--- src/rtl/window_spot_detect.sv ---
`default_nettype none
// ============================================================================
// Module      : window_spot_detect
// Description : Sums each incoming 3x3 pixel window in a three-stage pipeline.
//               Across one frame it keeps the earliest window with the largest
//               sum that reaches a runtime threshold. At end of frame it reports
//               that window's coordinates and sum as the laser-spot estimate.
// Revision    : 1.0 - initial release
// ============================================================================
module window_spot_detect #(
    parameter int IMG_W = 640,
    parameter int IMG_H = 480,
    parameter int CW    = 10
) (
    input  logic          clk,
    input  logic          rst,
    input  logic [71:0]   window_i,
    input  logic          window_valid_i,
    input  logic          sof_i,
    input  logic [11:0]   threshold_i,
    output logic [CW-1:0] spot_x_o,
    output logic [CW-1:0] spot_y_o,
    output logic [11:0]   spot_sum_o,
    output logic          spot_found_o,
    output logic          result_valid_o,
    output logic          busy_o
);

    localparam logic [CW-1:0] c_x_max = CW'(IMG_W - 1);
    localparam logic [CW-1:0] c_y_max = CW'(IMG_H - 1);
    localparam logic [CW-1:0] c_one   = CW'(1);

    typedef enum logic [1:0] {
        ST_IDLE   = 2'd0,
        ST_ACCUM  = 2'd1,
        ST_REPORT = 2'd2
    } state_t;

    state_t state_q, state_d;

    // Frame position counters and the "last sample already tagged" flag
    logic [CW-1:0] x_q, x_d;
    logic [CW-1:0] y_q, y_d;
    logic          done_q, done_d;

    // Stage 1: row sums plus sideband
    logic [2:0][9:0] s1_row_q, s1_row_d;
    logic            s1_valid_q, s1_valid_d;
    logic [CW-1:0]   s1_x_q, s1_x_d;
    logic [CW-1:0]   s1_y_q, s1_y_d;
    logic            s1_last_q, s1_last_d;

    // Stage 2: window total plus sideband
    logic [11:0]     s2_sum_q, s2_sum_d;
    logic            s2_valid_q, s2_valid_d;
    logic [CW-1:0]   s2_x_q, s2_x_d;
    logic [CW-1:0]   s2_y_q, s2_y_d;
    logic            s2_last_q, s2_last_d;

    // Stage 3: running best of the frame
    logic [11:0]     best_sum_q, best_sum_d;
    logic [CW-1:0]   spot_x_q, spot_x_d;
    logic [CW-1:0]   spot_y_q, spot_y_d;
    logic            found_q, found_d;

    logic [2:0][9:0] w_row_sum;
    logic            w_accept;
    logic [CW-1:0]   w_tag_x;
    logic [CW-1:0]   w_tag_y;
    logic            w_tag_last;
    logic            w_update;

    // A sof sample always starts a fresh frame at (0,0); otherwise samples are
    // taken only while accumulating and before the last one has been tagged.
    assign w_accept   = window_valid_i &&
                        (sof_i || ((state_q == ST_ACCUM) && !done_q));
    assign w_tag_x    = sof_i ? '0 : x_q;
    assign w_tag_y    = sof_i ? '0 : y_q;
    assign w_tag_last = (w_tag_x == c_x_max) && (w_tag_y == c_y_max);

    // Strict greater-than keeps the earliest of equal sums.
    assign w_update   = (state_q == ST_ACCUM) && s2_valid_q &&
                        (s2_sum_q >= threshold_i) &&
                        (!found_q || (s2_sum_q > best_sum_q));

    generate
        for (genvar r = 0; r < 3; r++) begin : g_row
            assign w_row_sum[r] = {2'b00, window_i[24*r      +: 8]} +
                                  {2'b00, window_i[24*r + 8  +: 8]} +
                                  {2'b00, window_i[24*r + 16 +: 8]};
        end
    endgenerate

    // Next-state of the frame FSM; a sof in ACCUM wins over a finishing frame
    always_comb begin
        state_d = state_q;
        case (state_q)
            ST_IDLE: begin
                if (sof_i) state_d = ST_ACCUM;
            end
            ST_ACCUM: begin
                if (sof_i)                        state_d = ST_ACCUM;
                else if (s2_valid_q && s2_last_q) state_d = ST_REPORT;
            end
            ST_REPORT: begin
                state_d = sof_i ? ST_ACCUM : ST_IDLE;
            end
            default: state_d = ST_IDLE;
        endcase
    end

    // Frame state register
    always_ff @(posedge clk) begin
        if (rst) state_q <= ST_IDLE;
        else     state_q <= state_d;
    end

    // Coordinate tagging: clear on sof, then advance past each accepted sample
    always_comb begin
        x_d    = x_q;
        y_d    = y_q;
        done_d = done_q;
        if (sof_i) begin
            x_d    = '0;
            y_d    = '0;
            done_d = 1'b0;
        end
        if (w_accept) begin
            if (w_tag_x == c_x_max) begin
                x_d = '0;
                y_d = w_tag_y + c_one;
            end else begin
                x_d = w_tag_x + c_one;
                y_d = w_tag_y;
            end
            if (w_tag_last) done_d = 1'b1;
        end
    end

    // Pipeline next-state; a sof drops everything in flight
    always_comb begin
        s1_row_d   = w_row_sum;
        s1_valid_d = w_accept;
        s1_x_d     = w_tag_x;
        s1_y_d     = w_tag_y;
        s1_last_d  = w_tag_last;
        s2_sum_d   = {2'b00, s1_row_q[0]} + {2'b00, s1_row_q[1]} +
                     {2'b00, s1_row_q[2]};
        s2_valid_d = s1_valid_q && !sof_i;
        s2_x_d     = s1_x_q;
        s2_y_d     = s1_y_q;
        s2_last_d  = s1_last_q;
    end

    // Best-window tracking; holds after the report until the next sof
    always_comb begin
        best_sum_d = best_sum_q;
        spot_x_d   = spot_x_q;
        spot_y_d   = spot_y_q;
        found_d    = found_q;
        if (sof_i) begin
            best_sum_d = '0;
            spot_x_d   = '0;
            spot_y_d   = '0;
            found_d    = 1'b0;
        end else if (w_update) begin
            best_sum_d = s2_sum_q;
            spot_x_d   = s2_x_q;
            spot_y_d   = s2_y_q;
            found_d    = 1'b1;
        end
    end

    // Datapath registers
    always_ff @(posedge clk) begin
        if (rst) begin
            x_q        <= '0;
            y_q        <= '0;
            done_q     <= 1'b0;
            s1_row_q   <= '0;
            s1_valid_q <= 1'b0;
            s1_x_q     <= '0;
            s1_y_q     <= '0;
            s1_last_q  <= 1'b0;
            s2_sum_q   <= '0;
            s2_valid_q <= 1'b0;
            s2_x_q     <= '0;
            s2_y_q     <= '0;
            s2_last_q  <= 1'b0;
            best_sum_q <= '0;
            spot_x_q   <= '0;
            spot_y_q   <= '0;
            found_q    <= 1'b0;
        end else begin
            x_q        <= x_d;
            y_q        <= y_d;
            done_q     <= done_d;
            s1_row_q   <= s1_row_d;
            s1_valid_q <= s1_valid_d;
            s1_x_q     <= s1_x_d;
            s1_y_q     <= s1_y_d;
            s1_last_q  <= s1_last_d;
            s2_sum_q   <= s2_sum_d;
            s2_valid_q <= s2_valid_d;
            s2_x_q     <= s2_x_d;
            s2_y_q     <= s2_y_d;
            s2_last_q  <= s2_last_d;
            best_sum_q <= best_sum_d;
            spot_x_q   <= spot_x_d;
            spot_y_q   <= spot_y_d;
            found_q    <= found_d;
        end
    end

    assign spot_x_o       = spot_x_q;
    assign spot_y_o       = spot_y_q;
    assign spot_sum_o     = best_sum_q;
    assign spot_found_o   = found_q;
    assign result_valid_o = (state_q == ST_REPORT);
    assign busy_o         = (state_q != ST_IDLE);

endmodule
`default_nettype wire

--- config.mk ---
export PLATFORM = sky130hd
export DESIGN_NAME = window_spot_detect
export DESIGN_NICKNAME = d
export VERILOG_FILES = /design/src/rtl/window_spot_detect.sv
export SDC_FILE = /design/constraint.sdc
export NUM_CORES = 1
export LEC_CHECK = 0
export ABC_AREA = 1
export CAP_MARGIN = 0
export CORE_MARGIN = 10
export CORE_UTILIZATION = 39
export CTS_BUF_LIST = sky130_fd_sc_hd__clkbuf_8
export CTS_CLUSTER_SIZE = 14
export DETAILED_ROUTE_END_ITERATION = 6
export PLACE_DENSITY_LB_ADDON = 0.25
export SLEW_MARGIN = 20
export SYNTH_ARGS = -nofsm -noshare
export SYNTH_HDL_FRONTEND = slang
export SYNTH_SLANG_ARGS = --single-unit
--- constraint.sdc ---
create_clock -name clk -period 6.15 [get_ports clk]
set_input_delay 1.845 -clock clk [delete_from_list [all_inputs] [get_ports clk]]
set_output_delay 1.845 -clock clk [all_outputs]
set_load 0.01 [all_outputs]
==> reports/qor.txt, run 1 <==
Result of the run = completed
Max frequency = 252 MHz
Initial antenna violation count = 0
Synthesized instance count = 934
Slack of the worst reg-to-reg path = 3.48 ns
Deepest level of the CTS H-tree = 4
Drt via density = 4.55
Area delta synth->final = 24.3%
RSZ-0062 raised after global routing = no
Number of enable-type register cells in the synthesized netlist = 0
Full die area = 25200 µm²
Largest net degree at the start of global routing = 60
R2r startpoint = spot_sum_o[11]
Via total after detailed routing = 6035
Clock buffer count from CTS = 17
Count of final hold-check violations = 0
Period utilisation layout = 0.644
First-pass GRT wire length = 28.1 mm
Hold Path Class = flip-flop to flip-flop
Commonest non-fill, non-tap cells in the layout = sky130_fd_sc_hd__inv_1, sky130_fd_sc_hd__dfxtp_1, sky130_fd_sc_hd__nor2_1
Number of synthesis warnings = 0
Critical R2R Capture = spot_y_o[0]
Total negative setup slack = 0 ns
# clock sinks = 142
Leftover overflow at the end of global routing = 0
Hold EP = s2_y_q[2]
Crit path time final = 3.96 ns
GPL Wtd Cong = 0.806
Syn Std Cell Area = 7500 µm²
Average wire per standard cell = 12.5 µm
Fraction of post-synthesis cell area in the top cell type by area = 0.379
Least setup slack across all paths after layout = 2.19 ns
Final setup violation count = 0
Measured slew at the worst slew-check pin = 1.03 ns
Startpoint type of the worst setup path = input pin
Critical Setup Path Class = input pin to flip-flop
Clk pin slew, worst setup/hold paths = 0.09 ns
Initial cell density of the core = 0.398
Number of global-route vias before repair = 5981
Worst-skew pair later-pin latency = 0.44 ns
Antenna diodes = 0
Place WS = 1.75 ns
Routed wire length = 16.6 mm
Top post-synthesis cells by area = sky130_fd_sc_hd__dfxtp_1, sky130_fd_sc_hd__fa_1, sky130_fd_sc_hd__ha_1, sky130_fd_sc_hd__inv_1, sky130_fd_sc_hd__nor2_1
GRT Overall Usage = 0.137
Sort of element at the end of the critical path = flip-flop
Post-CTS setup buffer count = 0
Mean area per synthesized cell = 8.03 µm²
Router iterations before antenna repair = 5
Fraction of synthesis flops using an asynchronous set or reset pin = 0
Row cnt = 50
Worst Path Required = 6.54 ns
Most instantiated flip-flop cell in the synthesis netlist = sky130_fd_sc_hd__dfxtp_1
Floorplan die width = 159 µm
Post-synth top area cell = sky130_fd_sc_hd__dfxtp_1
Worst-case vdd ir drop = 0.109 mV
Number of different library cells in the post-synthesis netlist = 39
Final layout net count = 1234
Total of flip-flops plus latches after synthesis = 142
Part of the Yosys area used for sequential elements = 0.379
Worst Reg-to-Reg Cells = 13
TritonCTS clock tree = yes
# hold bufs at CTS = 0
Remaining DRCs = 0
Worst Path Arrival = 4.35 ns
CP Max Fanout = 14
Final setup skew = 0.0120 ns
# resized after CTS = 0
Bufs on Longest Clock Path = 2
Detailed placement HPWL = 13.0 mm
Number of pins exceeding their max-slew limit in the final report = 0
Worst slew margin relative to its limit = 0.311
Most common cell after layout, fill and taps aside = sky130_fd_sc_hd__inv_1
IO Count = 123
Count of maximum capacitance violations = 0
Share of cells above drive strength 1 = 0.0535
Die height = 159 µm
Power per standard cell area = 259 nW/µm²
Worst hold path depth = 2
Critical hold path startpoint = s1_y_q[2]
Initial DRC Count = 223
# port buffers = 122
Syn_nets = 1116
Static leakage = 0.00394 µW
Library cell used as clock root buffer = sky130_fd_sc_hd__clkbuf_8
Number of nets still failing antenna checks after routing = 0
Floorplan core area = 18800 µm²
-- area by class of cell --
class,count,area (µm²)
clock buffers,19,262
clock inverters,13,105
fillers,1836,9510
inverters,155,582
multi-input cells,609,3950
flip-flops and latches,142,2840
well taps,260,325
repair buffers,127,1250
-- worst max-delay path, cell delays in order --
cell                              delay [ns]
sky130_fd_sc_hd__clkdlybuf4s50_1        0.71
sky130_fd_sc_hd__buf_4                  0.35
sky130_fd_sc_hd__nor2_1                 0.17
sky130_fd_sc_hd__ha_1                   0.22
sky130_fd_sc_hd__nand4_1                0.16
sky130_fd_sc_hd__nor2_4                 0.16
sky130_fd_sc_hd__nand3_4                0.13
sky130_fd_sc_hd__nor3_4                 0.26
sky130_fd_sc_hd__nand2_1                0.11
sky130_fd_sc_hd__nand2_1                0.07
sky130_fd_sc_hd__nand2_1                0.04
sky130_fd_sc_hd__nor2_1                 0.11
-- through the flow --
step / hold WS [ns] / total power (µW) / cells / cell area, µm² / utilization
finish: 0.402 / 2420 / 1325 / 9320 / 0.495
global route: 0.407 / 2620 / 1325 / 9320 / 0.495
CTS: 0.401 / 2450 / 1325 / 9320 / 0.495
detailed placement: 0.395 / 1770 / 1293 / 8950 / 0.476
global placement: 0.392 / 1760 / 1293 / 8950 / 0.476
floorplan: 0.388 / 1560 / 934 / 7500 / -
-- registers in the layout, summed over array words and instances, names as in the netlist --
signal / cells
s1_last_q: 1
s1_row_q: 30
s2_x_q: 10
x_q: 10
s2_sum_q: 12
s1_y_q: 10
s2_last_q: 1
s1_x_q: 10
state_q: 2
s2_y_q: 10
spot_sum_o: 12
spot_found_o: 1
done_q: 1
spot_y_o: 10
s1_valid_q: 1
y_q: 10
spot_x_o: 10
s2_valid_q: 1
-- Yosys cell counts, types with 5 or more instances --
cell type	instances
sky130_fd_sc_hd__buf_2	11
sky130_fd_sc_hd__o21ai_0	31
sky130_fd_sc_hd__ha_1	56
sky130_fd_sc_hd__fa_1	38
sky130_fd_sc_hd__nor2_1	142
sky130_fd_sc_hd__nand3b_1	29
sky130_fd_sc_hd__nand2_1	133
sky130_fd_sc_hd__o21a_1	7
sky130_fd_sc_hd__a21oi_1	90
sky130_fd_sc_hd__dfxtp_1	142
sky130_fd_sc_hd__nor3_1	5
sky130_fd_sc_hd__nand4_1	13
sky130_fd_sc_hd__inv_1	153
sky130_fd_sc_hd__clkbuf_1	13
sky130_fd_sc_hd__nand3_1	30
-- kinds of logic (layout without fill, tap and decap cells) --
group / count (synthesis) / after routing / share of synthesized area
AOI/OAI and AO/OA: 143 / 143 / 0.103
xor gates and xnor gates: 2 / 2 / 0.00234
adders and majority gates: 94 / 94 / 0.195
buffers and inverters: 183 / 314 / 0.0959
DFF: 142 / 142 / 0.379
and+or+nand+nor: 370 / 370 / 0.225
-- metal layers --
metal	wire length, µm	GRT usage	share of wire	up-vias
li1	-	-	-	3203
met1	7960	0.173	0.48	2716
met2	7470	0.223	0.45	107
met3	1040	0.0383	0.062	9
met4	156	0.0423	0.0094	0
met5	0	0	0	-
-- worst max path at each step --
stage	end	depth (start not counted)	slack, ns	start
6_report	y_q[7]	12	2.19	sof_i
5_1_grt	y_q[7]	12	1.92	sof_i
4_1_cts	spot_y_o[7]	14	2.21	threshold_i[11]
3_5_place_dp	spot_y_o[7]	14	1.75	threshold_i[11]
3_3_place_gp	spot_x_o[7]	13	1.79	threshold_i[11]
2_1_floorplan	s1_row_q[9]	11	2.45	window_i[1]
-- power breakdown --
group | leakage [µW] | total [µW] | switching [µW] | internal (µW)
registers | 0.00116 | 1030 | 48.9 | 986
logic | 0.00260 | 707 | 396 | 311
clock network | 0.000182 | 676 | 369 | 307
Power figures use the tool's default switching activity.
==> run 2: changes to the inputs <==
clock period = 4.07 ns   (was 6.15 ns; I/O delays follow)
==> reports/qor.txt, run 2 (synthesis results as in run 1) <==
# port buffers = 122 (unchanged)
Detailed placement HPWL = 13.1 mm (was 13.0 mm)
Family with the most delay on the worst path = adder cells (was simple AND/OR/NAND/NOR gates)
Least setup slack across all paths after layout = 0.765 ns (was 2.19 ns)
Place WS = 0.305 ns (was 1.75 ns)
Floorplan core area = 18800 µm² (unchanged)
Full die area = 25200 µm² (unchanged)
Via total after detailed routing = 6024 (was 6035)
GR met1 Demand/Resource = 0.178 (was 0.173)
Final layout net count = 1237 (was 1234)
GRT Overall Usage = 0.137 (about the same)
Final setup violation count = 0 (unchanged)
Slowest cell on the critical path = sky130_fd_sc_hd__fa_1 (was sky130_fd_sc_hd__clkdlybuf4s50_1)
Clk pin slew, worst setup/hold paths = 0.08 ns (was 0.09 ns)
GR Layer Usage met2 = 0.217 (was 0.223)
Clock buffer count from CTS = 17 (unchanged)
Worst slew margin relative to its limit = 0.441 (was 0.311)
Clock group share of total power = 0.302 (was 0.280)
CP Max Fanout = 3 (was 14)
Cell total after placement = 1296 (was 1293)
Post-Route Hold Slack = 0.404 ns (was 0.402 ns)
Count of final hold-check violations = 0 (unchanged)
CP bufs+invs = 1 (was 2)
Top register by number of flip-flops = s1_row_q (unchanged)
Net switching power of the design = 1190 µW (was 814 µW)
Number of global-route vias before repair = 5802 (was 5981)
Crit path time final = 3.31 ns
Largest net degree at the start of global routing = 50 (was 60)
Max frequency = 303 MHz
IO Count = 123 (unchanged)
Combinational cell fraction of total power = 0.286 (was 0.293)
Area delta synth->final = 25.2% (was 24.3%)
Routed wire length = 16.5 mm (was 16.6 mm)
Drt via density = 4.54 (was 4.55)
Startpoint type of the worst setup path = input pin (unchanged)
Worst Path Required = 4.37 ns (was 6.54 ns)
TritonCTS clock tree = yes (unchanged)
Total negative setup slack = 0 ns (unchanged)
Initial DRC Count = 240 (was 223)
Row cnt = 50 (unchanged)
Most common cell after layout, fill and taps aside = sky130_fd_sc_hd__inv_1 (unchanged)
Worst Path Arrival = 3.61 ns (was 4.35 ns)
Result of the run = completed (unchanged)
Remaining DRCs = 0 (unchanged)
Cell area after layout = 9390 µm² (was 9320 µm²)
Initial antenna violation count = 0 (unchanged)
Commonest non-fill, non-tap cells in the layout = sky130_fd_sc_hd__inv_1, sky130_fd_sc_hd__dfxtp_1, sky130_fd_sc_hd__nor2_1 (unchanged)
Met3 track utilization from global routing = 0.0399 (was 0.0383)
Power per standard cell area = 403 nW/µm² (was 259 nW/µm²)
Die height = 159 µm (unchanged)
Worst-case vdd ir drop = 0.262 mV (was 0.109 mV)
Hold Path Class = flip-flop to flip-flop (unchanged)
Number of pins exceeding their max-slew limit in the final report = 0 (unchanged)
Pint = 2600 µW (was 1600 µW)
# hold bufs at CTS = 0 (unchanged)
Average wire per standard cell = 12.5 µm (about the same)
Post-CTS setup buffer count = 0 (unchanged)
Router iterations before antenna repair = 5 (unchanged)
Final setup skew = 0.0130 ns (was 0.0120 ns)
Bufs on Longest Clock Path = 2 (unchanged)
Filler cell count in the final layout = 1833 (was 1836)
Period utilisation layout = 0.812
Antenna diodes = 0 (unchanged)
Crit path cell chain = clkdlybuf4s50_1 -> fa_1 -> ha_1 -> fa_1 -> nand3_1 -> nand2_1 -> nand2_1 -> nand2_1 -> a21oi_1 -> nor2_1 -> o21ai_0 -> nor2_1 (was clkdlybuf4s50_1 -> buf_4 -> nor2_1 -> ha_1 -> nand4_1 -> nor2_4 -> nand3_4 -> nor3_4 -> nand2_1 -> nand2_1 -> nand2_1 -> nor2_1)
RSZ-0062 raised after global routing = no (unchanged)
Switching Fraction = 0.315 (was 0.337)
Most crowded layer after global routing = met2 (unchanged)
Count of maximum capacitance violations = 0 (unchanged)
Leftover overflow at the end of global routing = 0 (unchanged)
Sort of element at the end of the critical path = flip-flop (unchanged)
Library cell used as clock root buffer = sky130_fd_sc_hd__clkbuf_8 (unchanged)
Static leakage = 0.00398 µW (was 0.00394 µW)
Most repeated library cell on the critical path = sky130_fd_sc_hd__nand2_1 (unchanged)
Number of nets still failing antenna checks after routing = 0 (unchanged)
Share of cells above drive strength 1 = 0.0535 (about the same)
Finished Layout Cells = 1326 (was 1325)
GPL Wtd Cong = 0.821 (was 0.806)
Initial cell density of the core = 0.398 (unchanged)
Max FFs per register = 30 (unchanged)
Slowest cell delay on critical path = 0.50 ns (was 0.71 ns)
# clock sinks = 142 (unchanged)
Worst-skew pair later-pin latency = 0.43 ns (was 0.44 ns)
# resized after CTS = 0 (unchanged)
Measured slew at the worst slew-check pin = 0.836 ns (was 1.03 ns)
Critical Setup Path Class = input pin to flip-flop (unchanged)
Cell area reported after detailed placement = 8990 µm² (was 8950 µm²)
Floorplan die width = 159 µm (unchanged)
Deepest level of the CTS H-tree = 4 (unchanged)
First-pass GRT wire length = 27.7 mm (was 28.1 mm)
Portion of total power attributed to sequential cells = 0.412 (was 0.428)
[run 2: cell types whose count changed in the layout (fill, tap and decap cells not counted), moves of 2 or more]
cell,delta
sky130_fd_sc_hd__clkinv_2,+2
sky130_fd_sc_hd__bufinv_16,+3
sky130_fd_sc_hd__clkinv_4,-4
sky130_fd_sc_hd__inv_6,-2
sky130_fd_sc_hd__clkinvlp_4,-2
sky130_fd_sc_hd__buf_4,+2
[run 2: worst reg2reg max path: cells and delay by family, from the launching register on]
family                     cells  cell delay (ns)
buffers and inverters          3             0.45
DFF                            1             0.40
and+or+nand+nor               10             1.33
adders and majority gates      1             0.27
[run 2: per-layer routing]
| metal | routed length (µm) | part of all wire | vias up |
|---|---|---|---|
| li1 | - | - | 3201 |
| met1 | 8060 | 0.49 | 2706 |
| met2 | 7410 | 0.45 | 108 |
| met3 | 951 | 0.057 | 9 |
| met4 | 127 | 0.0077 | 0 |
| met5 | 0 | 0 | - |
[run 2: layout make-up]
class | count | area (µm²) | share of cell area
Tap cell | 260 | 325 | 0.0346
Multi-Input combinational cell | 609 | 3950 | 0.421
Timing Repair Buffer | 130 | 1290 | 0.137
Clock buffer | 19 | 262 | 0.0278
Inverter | 155 | 582 | 0.0619
Sequential cell | 142 | 2840 | 0.303
Clock inverter | 11 | 141 | 0.0151
[run 2: final timing paths]
| path | depth (start not counted) | slack (ns) | end | startpoint |
|---|---|---|---|---|
| min reg2reg | 2 | 0.40 | s2_y_q[3] | s1_y_q[3] |
| max reg2reg | 14 | 1.52 | spot_sum_o[4] | spot_sum_o[10] |
| max | 12 | 0.76 | s1_row_q[19] | window_i[25] |
| min | 2 | 0.40 | s2_y_q[3] | s1_y_q[3] |
[run 2: power by group through the flow]
stage	Sequential, µW	Clock (µW)	Combinational [µW]
finish	1560	1150	1080
global route	1580	1230	1280
CTS	1560	1180	1090
detailed placement	1590	0	1080
global placement	1590	0	1060
floorplan	1570	0	783
[run 2: metrics by stage]
step	util	power [µW]
finish	0.499	3790
global route	0.499	4090
CTS	0.499	3830
detailed placement	0.477	2670
global placement	0.477	2660
floorplan	-	2350
